File: src/rtl/pipe_stage_fifo.sv
// Pipeline-stage FIFO with registered head output, flush squash and optional stall counter.
// Define PIPE_STAGE_FIFO_PERF_EN to build the back-pressure counter behind stall_cnt.
module pipe_stage_fifo #(
    parameter int WIDTH = 32,
    parameter int DEPTH = 2
) (
    input  logic                     clk,
    input  logic                     rst,
    input  logic                     flush,
    input  logic                     in_valid,
    input  logic [WIDTH-1:0]         in_data,
    output logic                     in_ready,
    output logic                     out_valid,
    output logic [WIDTH-1:0]         out_data,
    input  logic                     out_ready,
    output logic [$clog2(DEPTH):0]   level,
    output logic [31:0]              stall_cnt
);

    localparam int AW = $clog2(DEPTH);
    localparam int LW = AW + 1;

    logic [WIDTH-1:0] mem [DEPTH];
    logic [AW-1:0]    wr_ptr;
    logic [AW-1:0]    rd_ptr;
    logic [LW-1:0]    count;
    logic             push;
    logic             pop;

    // Ready/valid depend only on occupancy, never on the other side's handshake.
    assign in_ready  = (count != LW'(DEPTH));
    assign out_valid = (count != '0);
    assign push      = in_valid && in_ready && !flush;
    assign pop       = out_valid && out_ready && !flush;
    assign out_data  = mem[rd_ptr];
    assign level     = count;

    always_ff @(posedge clk or negedge rst) begin
        if (!rst) begin
            wr_ptr <= '0;
            rd_ptr <= '0;
            count  <= '0;
        end else if (flush) begin
            wr_ptr <= '0;
            rd_ptr <= '0;
            count  <= '0;
        end else begin
            if (push) wr_ptr <= wr_ptr + AW'(1);
            if (pop)  rd_ptr <= rd_ptr + AW'(1);
            case ({push, pop})
                2'b10:   count <= count + LW'(1);
                2'b01:   count <= count - LW'(1);
                default: count <= count;
            endcase
        end
    end

    // Payload storage carries no reset; only pointers and occupancy define validity.
    always_ff @(posedge clk) begin
        if (push) mem[wr_ptr] <= in_data;
    end

`ifdef PIPE_STAGE_FIFO_PERF_EN
    logic [31:0] stall_q;

    always_ff @(posedge clk or negedge rst) begin
        if (!rst) begin
            stall_q <= '0;
        end else if (in_valid && !in_ready && (stall_q != 32'hFFFF_FFFF)) begin
            stall_q <= stall_q + 32'd1;
        end
    end

    assign stall_cnt = stall_q;
`else
    assign stall_cnt = 32'd0;
`endif

endmodule

File: config.mk
export PLATFORM = sky130hd
export DESIGN_NAME = pipe_stage_fifo
export DESIGN_NICKNAME = d
export VERILOG_FILES = /design/src/rtl/pipe_stage_fifo.sv
export SDC_FILE = /design/constraint.sdc
export NUM_CORES = 1
export LEC_CHECK = 0
export CORE_ASPECT_RATIO = 0.9
export CORE_MARGIN = 2
export CORE_UTILIZATION = 30
export DETAILED_ROUTE_END_ITERATION = 12
export SYNTH_ARGS = -nofsm -noshare
export SYNTH_HDL_FRONTEND = slang
export SYNTH_SLANG_ARGS = --single-unit
File: constraint.sdc
create_clock -name clk -period 4.8 [get_ports clk]
set_input_delay 0.72 -clock clk [delete_from_list [all_inputs] [get_ports clk]]
set_output_delay 0.72 -clock clk [all_outputs]
set_load 0.01 [all_outputs]
==> impl_metrics.ini, run 1 <==
[outcome]
run_status = finished clean

[floorplanning]
row_count = 33
die_area_um2 = 10000
die_height_um = 95.3
core_area_um2 = 9040
die_x_um = 105
initial_utilization_pct = 30.7
ios = 105

[run]
max_cap_viol_count = 0

[drt]
antenna_left = 0
dr.first_iter.drc_count = 32
viasPerCell = 4.06
drt-total-wl_um = 4700
dr.pass1.iters = 3
vias = 1498
drc_errors = 0
wl_per_cell_um = 12.7

[clock_network]
clk_latency_ns = 0.34
cts-root-buf = clkbuf_8
cts_buffers = 9
cts_tree = done
h-tree-depth = 3
clock_path_buffers = 2
hold_buffers = 0
cts-resized-gates = 0
tritoncts_num_sinks = 68
postCtsSetupBuffers = 0
clk_pin_slew_worst_paths_ns = 0.07

[final_layout]
area.sequential_um2 = 2020
drive_above_1_share_pct = 23.5
finalNetCount = 279
fin_util_pct = 41.7
diodes = 0
multi_input_area_um2 = 614
n_fill_cell = 849
areaGrowthSynthToFinish_pct = 35.7

[worst_setup_path]
cp_data_required_time_ns = 4.08
cpMaxStageDelayCell = clkdlybuf4s50_1
path_cells = buf_4 > mux2_2 > clkdlybuf4s50_1
end_kind = output pin
critPathArrivalTime_ns = 1.95
path_max_fanout = 33
max_stage_delay_ns = 0.48
crit_type = reg -> out
rrSetupSlack_ns = 3.14
startpoint_type = flip-flop

[sta]
hold_ws_ns = 0.586
fin_setup_tns_ns = 0
fmaxAchievable_mhz = 375
fin_skew_ns = 0.00705
setup_viol = 0
rsz0062_at_grt = false
fin_crit_ns = 2.67
period_share_pct = 55.6
maxSlewViolCount = 0
final-hold-violation-count = 0

[placed_design]
hpwl_um = 3050
gp_congestion = 0.647
portBuffers = 72

[global_routing]
grtUsageMet1_pct = 11.4
grt_pass1_vias = 1474
met2_usage_pct = 14.9
grt.busiest_layer = met2
antenna_found_initial = 0
grt_pass1_wl_um = 7160
grt.total_usage_pct = 9.73
grt-ovfl-total = 0
gr-usage-met3_pct = 3.69
grt_max_degree = 34

[logic_synthesis]
synth_top_family_by_area = multiplexers
ys_top_cells_by_count = 64 x edfxtp_1, 32 x buf_4, 32 x mux2_2
yosysWarnings = 0
synth_edf_count = 64
yosysTopAreaCell = edfxtp_1
synth_top_area_share_pct = 69.2
synth.most_common_cell = edfxtp_1
synthFlopType = edfxtp_1
avgSynthCellArea_um2 = 17.5
syn_area_um2 = 2780
synthSimpleGateAreaFrac_pct = 2.16
synth_cells = 159
synth-xor-area-share_pct = 0.315
postSynth.asyncResetShare_pct = 5.88
synthTopCellsByArea = edfxtp_1 69%, mux2_2 13%, buf_4 8.6%
ys_seq_elements = 68
synth_compound_area_share_pct = 1.62
synth.distinct_cells = 22
synth_fa_ha_area_share_pct = 0
synth.area.mux_share_pct = 13.3
seq_area_frac_synth_pct = 72.8

[power]
power_per_cell_area_nw_per_um2 = 359
ir_drop_uv = 155
p_leak_uw = 0.00133

[hold_path]
min-delay-path-class = in -> async
==> logic make-up after synthesis <==
| group | after synthesis |
|---|---|
| AOI/OAI and AO/OA | 8 |
| xor gates and xnor gates | 1 |
| buffers and inverters | 38 |
| DFF | 68 |
| muxes | 33 |
| other | 1 |
| and+or+nand+nor | 10 |
==> worst max-delay path: cells and delay by family, from the launching register on <==
family | cells | cell delay, ns
buffers and inverters | 2 | 0.88
muxes | 1 | 0.40
DFF | 1 | 0.32
==> flip-flops by register name, summed over array words and instances (netlist names) <==
name / count
mem: 64
wr_ptr: 1
rd_ptr: 1
level: 2
==> stage by stage <==
stage,setup slack (ns),area (um^2),cells,total power [uW]
after floorplan,1.11,2890,190,790
after global placement,2.47,3550,353,865
after detailed placement,2.47,3550,353,867
after CTS,2.08,3770,369,1380
after global routing,2.03,3770,369,1410
final,2.13,3770,369,1350
==> area by class of cell <==
type	count	share of cell area (%)
flip-flops and latches	68	53.6
repair buffers	77	20.1
multi-input cells	84	16.3
well taps	122	4.05
clock buffers	9	3.29
clock inverters	7	2.42
inverters	2	0.199
==> report_power, final <==
group	switching, uW	internal, uW	leakage (uW)
registers	6.16	673	0.000640
logic	74.5	98.5	0.000576
clock network	212	290	0.000109
==> layout by cell type, fill, tap and decap left out <==
master and n:
clkdlybuf4s50_1 72, edfxtp_1 64, mux2_2 32, conb_1 32, clkbuf_8 9, buf_4 5, a21oi_1 4, dfrtp_1 4
clkinv_2 3, or2_2 2, o21ai_0 2, bufinv_16 2, nor2b_1 1, inv_1 1, nand2_1 1, nor3b_2 1
nor3_2 1, mux2i_1 1, nor3b_1 1, inv_2 1, or3_1 1, xor2_1 1, nor2_1 1, o211ai_1 1
nand3b_1 1, a21o_1 1, clkinvlp_4 1, clkinv_4 1
==> routing by layer <==
metal	routed length [um]	part of all wire [%]
met3	372	7.9
met2	2150	46
met4	110	2.3
met5	0	0
met1	2070	44
==> worst paths after layout <==
check / startpoint / to / cells past startpoint
max reg2reg: level[1] / mem[1][7] / 5
min in group clk: wr_ptr / wr_ptr / 2
max in group asynchronous: rst / wr_ptr / 1
min reg2reg: wr_ptr / wr_ptr / 2
min: rst / level[0] / 1
max: rd_ptr / out_data[14] / 3
No activity file was read; power rests on OpenSTA's default activity.
==> run 2: changes to the inputs <==
==> constraint.sdc (replaced) <==
create_clock -name clk -period 2.2 [get_ports clk]
set_input_delay 0.33 -clock clk [delete_from_list [all_inputs] [get_ports clk]]
set_output_delay 0.33 -clock clk [all_outputs]
set_load 0.01 [all_outputs]
==> run 2 against run 1 <==
Effect of this change: clock power increased by 140%; clock skew about the same; sequential share of layout area shrank 1.3 points; critical path depth unchanged; via count fell by 0.80%; register-to-register slack worse by 2.7 ns; combinational power increased by 130%; hold slack worse by 0.39 ns; sequential power up 120%; cell count is 0.27% higher; die area unchanged; non-clock buffer count rose by 1.
==> impl_metrics.ini, run 2 (synthesis gave the netlist of run 1 again) <==
[outcome]
run_status = finished clean

[drt]
wl_per_cell_um = 12.5
drc_errors = 0
viasPerCell = 4.02
antenna_left = 0
drt-total-wl_um = 4630
dr.first_iter.drc_count = 24
vias = 1486
dr.pass1.iters = 4

[clock_network]
clock_path_buffers = 2
cts-root-buf = clkbuf_8
cts_buffers = 9
cts_tree = done
h-tree-depth = 3
clk_latency_ns = 0.33
tritoncts_num_sinks = 68
clk_pin_slew_worst_paths_ns = 0.07

[final_layout]
largest_register_ffs = 64
top_register = mem
fin_util_pct = 42.8
n_fill_cell = 831
drive_above_1_share_pct = 23.8
finalNetCount = 280
fin_cells = 370
diodes = 0
areaGrowthSynthToFinish_pct = 39.2
mostFrequentLayoutCells = 71 x clkdlybuf4s50_1, 64 x edfxtp_1, 32 x mux2_2, 32 x conb_1, 9 x clkbuf_8
layout_commonest_cell = clkdlybuf4s50_1

[sta]
fin_skew_ns = 0.00747
hold_ws_ns = 0.196
final-hold-violation-count = 0
fin_crit_ns = 2.11
fin_ws_ns = 0.0854
fmaxAchievable_mhz = 473
period_share_pct = 96.1
rsz0062_at_grt = false
maxSlewViolCount = 0
setup_viol = 0

[power]
p_leak_uw = 0.00136
ir_drop_uv = 359
power_per_cell_area_nw_per_um2 = 797

[worst_setup_path]
crit_type = reg -> out
end_kind = output pin
critPathArrivalTime_ns = 1.78
startpoint_type = flip-flop
cp_data_required_time_ns = 1.87
path_max_fanout = 14

[placed_design]
portBuffers = 72
hpwl_um = 3110
post-place-ws_ns = 0.220
dp_cells = 353
gp_congestion = 0.720

[floorplanning]
die_area_um2 = 10000
initial_utilization_pct = 30.7
row_count = 33
core_area_um2 = 9040
die_x_um = 105
ios = 105
die_height_um = 95.3

[global_routing]
grt.total_usage_pct = 9.48
antenna_found_initial = 0
grt_pass1_wl_um = 7090
grt_pass1_vias = 1491
grt_max_degree = 33
grt-ovfl-total = 0

[run]
max_cap_viol_count = 0

[hold_path]
min-delay-path-class = in -> async
run 2: changes by cell type in the layout (fill, tap and decap cells not counted), sizes merged:
cell           change
clkinv             -1
dlymetal6s2s       +1
bufinv             +1
clkdlybuf4s50      -1
buf                +1
run 2: report_power, final:
group	leakage [uW]	switching (uW)	internal [uW]
Clock	0.000117	453	748
Combinational	0.000607	164	232
Sequential	0.000639	17.5	1470
run 2: routing by layer:
metal	track usage (%)	up-vias	part of all wire (%)
met3	5.33	4	9.8
met4	3.33	0	0.63
met1	10.5	716	41
met2	15.4	74	48
li1	-	692	-
met5	0	-	0
run 2: worst paths after layout:
path	endpoint	cells after the start	from	slack, ns
max in group asynchronous	rd_ptr	1	rst	1.82
setup / recovery	out_data[29]	3	rd_ptr	0.09
hold / removal	level[0]	1	rst	0.20
setup reg to reg	mem[1][3]	5	level[1]	0.47
min in group clk	mem[1][14]	1	in_data[14]	0.57
hold reg to reg	wr_ptr	2	wr_ptr	0.63
run 2: cell type report:
type                       count  area (um^2)  share of cell area, %
inverter                       2         7.51                  0.194
tap                          122          153                   3.95
multi-input combinational     84          627                   16.2
clock buffer                   9          124                   3.20
timing repair buffer          78          818                   21.2
sequential                    68         2020                   52.3
clock inverter                 7          115                   2.98
run 2: critical path, cell delays in order (launching register included):
cell and delay (ns):
dfrtp_2 0.45, buf_12 0.17, mux2_2 0.34, clkdlybuf4s50_1 0.49
run 2: repair_timing:
item                       CTS  global route
setup buffers                1             0
gates resized for setup      0             1
pin swaps                    0             0
hold buffers                 0             0
setup endpoints to repair   26             1
run 2: metrics by stage:
stage | instance area (um^2) | power (uW) | setup TNS (ns)
final | 3870 | 3080 | 0
after global placement | 3620 | 1910 | 0
after CTS | 3860 | 3140 | 0
after global routing | 3870 | 3210 | 0
after floorplan | 2920 | 1720 | -0.389
after detailed placement | 3620 | 1910 | 0
==> run 3: changes to the inputs <==
--- a/config.mk
+++ b/config.mk
@@ -5,6 +5,7 @@
 export SDC_FILE = /design/constraint.sdc
 export NUM_CORES = 1
 export LEC_CHECK = 0
+export ABC_AREA = 1
 export CORE_ASPECT_RATIO = 0.9
 export CORE_MARGIN = 2
 export CORE_UTILIZATION = 30
==> run 3 against run 2 <==
Effect of this change: synthesized cell count up 52%; synthesized area grew 2.6%; critical path depth rose by 1; non-clock buffer count up 1; register-to-register slack improved by 0.20 ns; largest power group unchanged.
==> impl_metrics.ini, run 3 <==
[final_layout]
areaGrowthSynthToFinish_pct = 34.7
top_register = mem
finalInstanceArea_um2 = 3840
diodes = 0
n_fill_cell = 885
layout_commonest_cell = nand2_1
finalNetCount = 361
largest_register_ffs = 64
drive_above_1_share_pct = 10.0
mostFrequentLayoutCells = 109 x nand2_1, 72 x clkdlybuf4s50_1, 64 x edfxtp_1, 32 x conb_1, 9 x clkbuf_8

[logic_synthesis]
syn_area_um2 = 2850
avgSynthCellArea_um2 = 11.8
seq_area_frac_synth_pct = 70.9
yosysTopAreaCell = edfxtp_1
synthFlopType = edfxtp_1
postSynth.asyncResetShare_pct = 5.88
synth_top_area_share_pct = 67.4
synth_edf_count = 64
synthTopCellsByArea = edfxtp_1 67%, nand2_1 14%, buf_4 8.4%
ys_seq_elements = 68
synth.distinct_cells = 20
synth_cells = 242
yosysWarnings = 0
ys_top_cells_by_count = 109 x nand2_1, 64 x edfxtp_1, 32 x buf_4
synth.most_common_cell = nand2_1

[power]
ir_drop_uv = 381
combPwrFrac_pct = 31.2
p_int_uw = 2630
p_clk_share_pct = 25.8
swShare_pct = 29.4
power_per_cell_area_nw_per_um2 = 969
power_switching_uw = 1090
seqPwrFrac_pct = 43.1
p_leak_uw = 0.00156

[sta]
setup_viol = 0
period_share_pct = 93.8
fmaxAchievable_mhz = 485
fin_ws_ns = 0.136
fin_crit_ns = 2.06
rsz0062_at_grt = false
maxSlewViolCount = 0
fin_skew_ns = 0.00762
final-hold-violation-count = 0
fin_setup_tns_ns = 0

[global_routing]
grt_max_degree = 33
grt_pass1_wl_um = 8400
grt_pass1_vias = 1791
grt.total_usage_pct = 11.0
antenna_found_initial = 0
grt-ovfl-total = 0

[drt]
dr.pass1.iters = 4
drc_errors = 0
drt-total-wl_um = 5490
dr.first_iter.drc_count = 46
wl_per_cell_um = 12.2
vias = 1825
viasPerCell = 4.05
antenna_left = 0

[clock_network]
tritoncts_num_sinks = 68
cts-root-buf = clkbuf_8
clock_path_buffers = 2
cts_tree = done
h-tree-depth = 3
clk_latency_ns = 0.33
hold_buffers = 0
cts_buffers = 9
clk_pin_slew_worst_paths_ns = 0.06

[worst_setup_path]
end_kind = output pin
rrSetupSlack_ns = 0.67
startpoint = rd_ptr
critPathArrivalTime_ns = 1.73
cp_data_required_time_ns = 1.87
path_max_fanout = 32
reg2reg_depth = 7
r2r-end = mem[0][27]
startpoint_type = flip-flop
crit_type = reg -> out
r2r_start = level[0]

[hold_path]
min-delay-path-class = in -> async

[placed_design]
gp_congestion = 0.765
placed_cell_area_um2 = 3640
hpwl_um = 3750
portBuffers = 72
post-place-ws_ns = 0.382

[floorplanning]
die_x_um = 107
row_count = 33
die_area_um2 = 10300
core_area_um2 = 9170
die_height_um = 96.5
ios = 105
initial_utilization_pct = 31.1

[run]
max_cap_viol_count = 0

[outcome]
run_status = finished clean
-- run 3: changes by cell type after synthesis, moves of 3 or more --
cell,before,now
nand2_1,1,109
mux2_2,32,0
inv_1,1,5
a21oi_1,4,1
nand2_2,0,3
-- run 3: area by class of cell --
| class | instances | area (um^2) | share of cell area, % |
|---|---|---|---|
| Sequential cell | 68 | 2020 | 52.7 |
| Timing Repair Buffer | 79 | 793 | 20.7 |
| Multi-Input combinational cell | 157 | 649 | 16.9 |
| Tap cell | 122 | 153 | 3.98 |
| Clock buffer | 11 | 131 | 3.42 |
| Clock inverter | 5 | 52.6 | 1.37 |
| Inverter | 9 | 38.8 | 1.01 |
-- run 3: power by group through the flow --
| stage | sequential (uW) | combinational, uW | clock (uW) |
|---|---|---|---|
| 2_1_floorplan | 1630 | 580 | 0 |
| 3_3_place_gp | 1620 | 1150 | 0 |
| 3_5_place_dp | 1630 | 1160 | 0 |
| 4_1_cts | 1600 | 1170 | 998 |
| 5_1_grt | 1610 | 1280 | 1040 |
| 6_report | 1600 | 1160 | 959 |
-- run 3: logic make-up after synthesis --
group,count (synthesis),share of synthesized area (%)
buffers and inverters,48,10.8
AOI/OAI and AO/OA,4,0.834
other,1,0.132
and+or+nand+nor,121,17.3
DFF,68,70.9
-- run 3: per-stage QoR --
stage / std cells / power (uW) / util [%] / hold WS [ns]
floorplan: 273 / 2210 / - / 0.0344
global placement: 435 / 2780 / 39.7 / 0.551
detailed placement: 435 / 2790 / 39.7 / 0.569
CTS: 451 / 3770 / 41.8 / 0.215
global route: 451 / 3930 / 41.9 / 0.224
finish: 451 / 3720 / 41.9 / 0.229
-- run 3: worst max-delay path by stage --
| stage | end | slack, ns | cells past startpoint |
|---|---|---|---|
| floorplan | mem[1][0] | 0.32 | 4 |
| global placement | mem[0][18] | 0.39 | 6 |
| detailed placement | mem[0][26] | 0.38 | 6 |
| CTS | out_data[27] | 0.03 | 5 |
| global route | out_data[27] | 0.02 | 4 |
| finish | out_data[27] | 0.14 | 4 |
-- run 3: worst max-delay path: stages (launching register included) --
cell	delay, ns
dfrtp_1	0.42
buf_8	0.25
nand2_1	0.08
nand2_1	0.10
clkdlybuf4s50_1	0.55
-- run 3: what timing repair did --
action	CTS	global route
buffers inserted	0	0
resized for setup	0	4
endpoints found under the setup margin	0	21
-- run 3: layer usage --
layer	part of all wire [%]	up-vias	GRT usage [%]
li1	-	888	-
met2	46	85	17.8
met4	0.82	0	2.92
met5	0	-	0
met1	46	845	13.8
met3	7.9	7	4.29
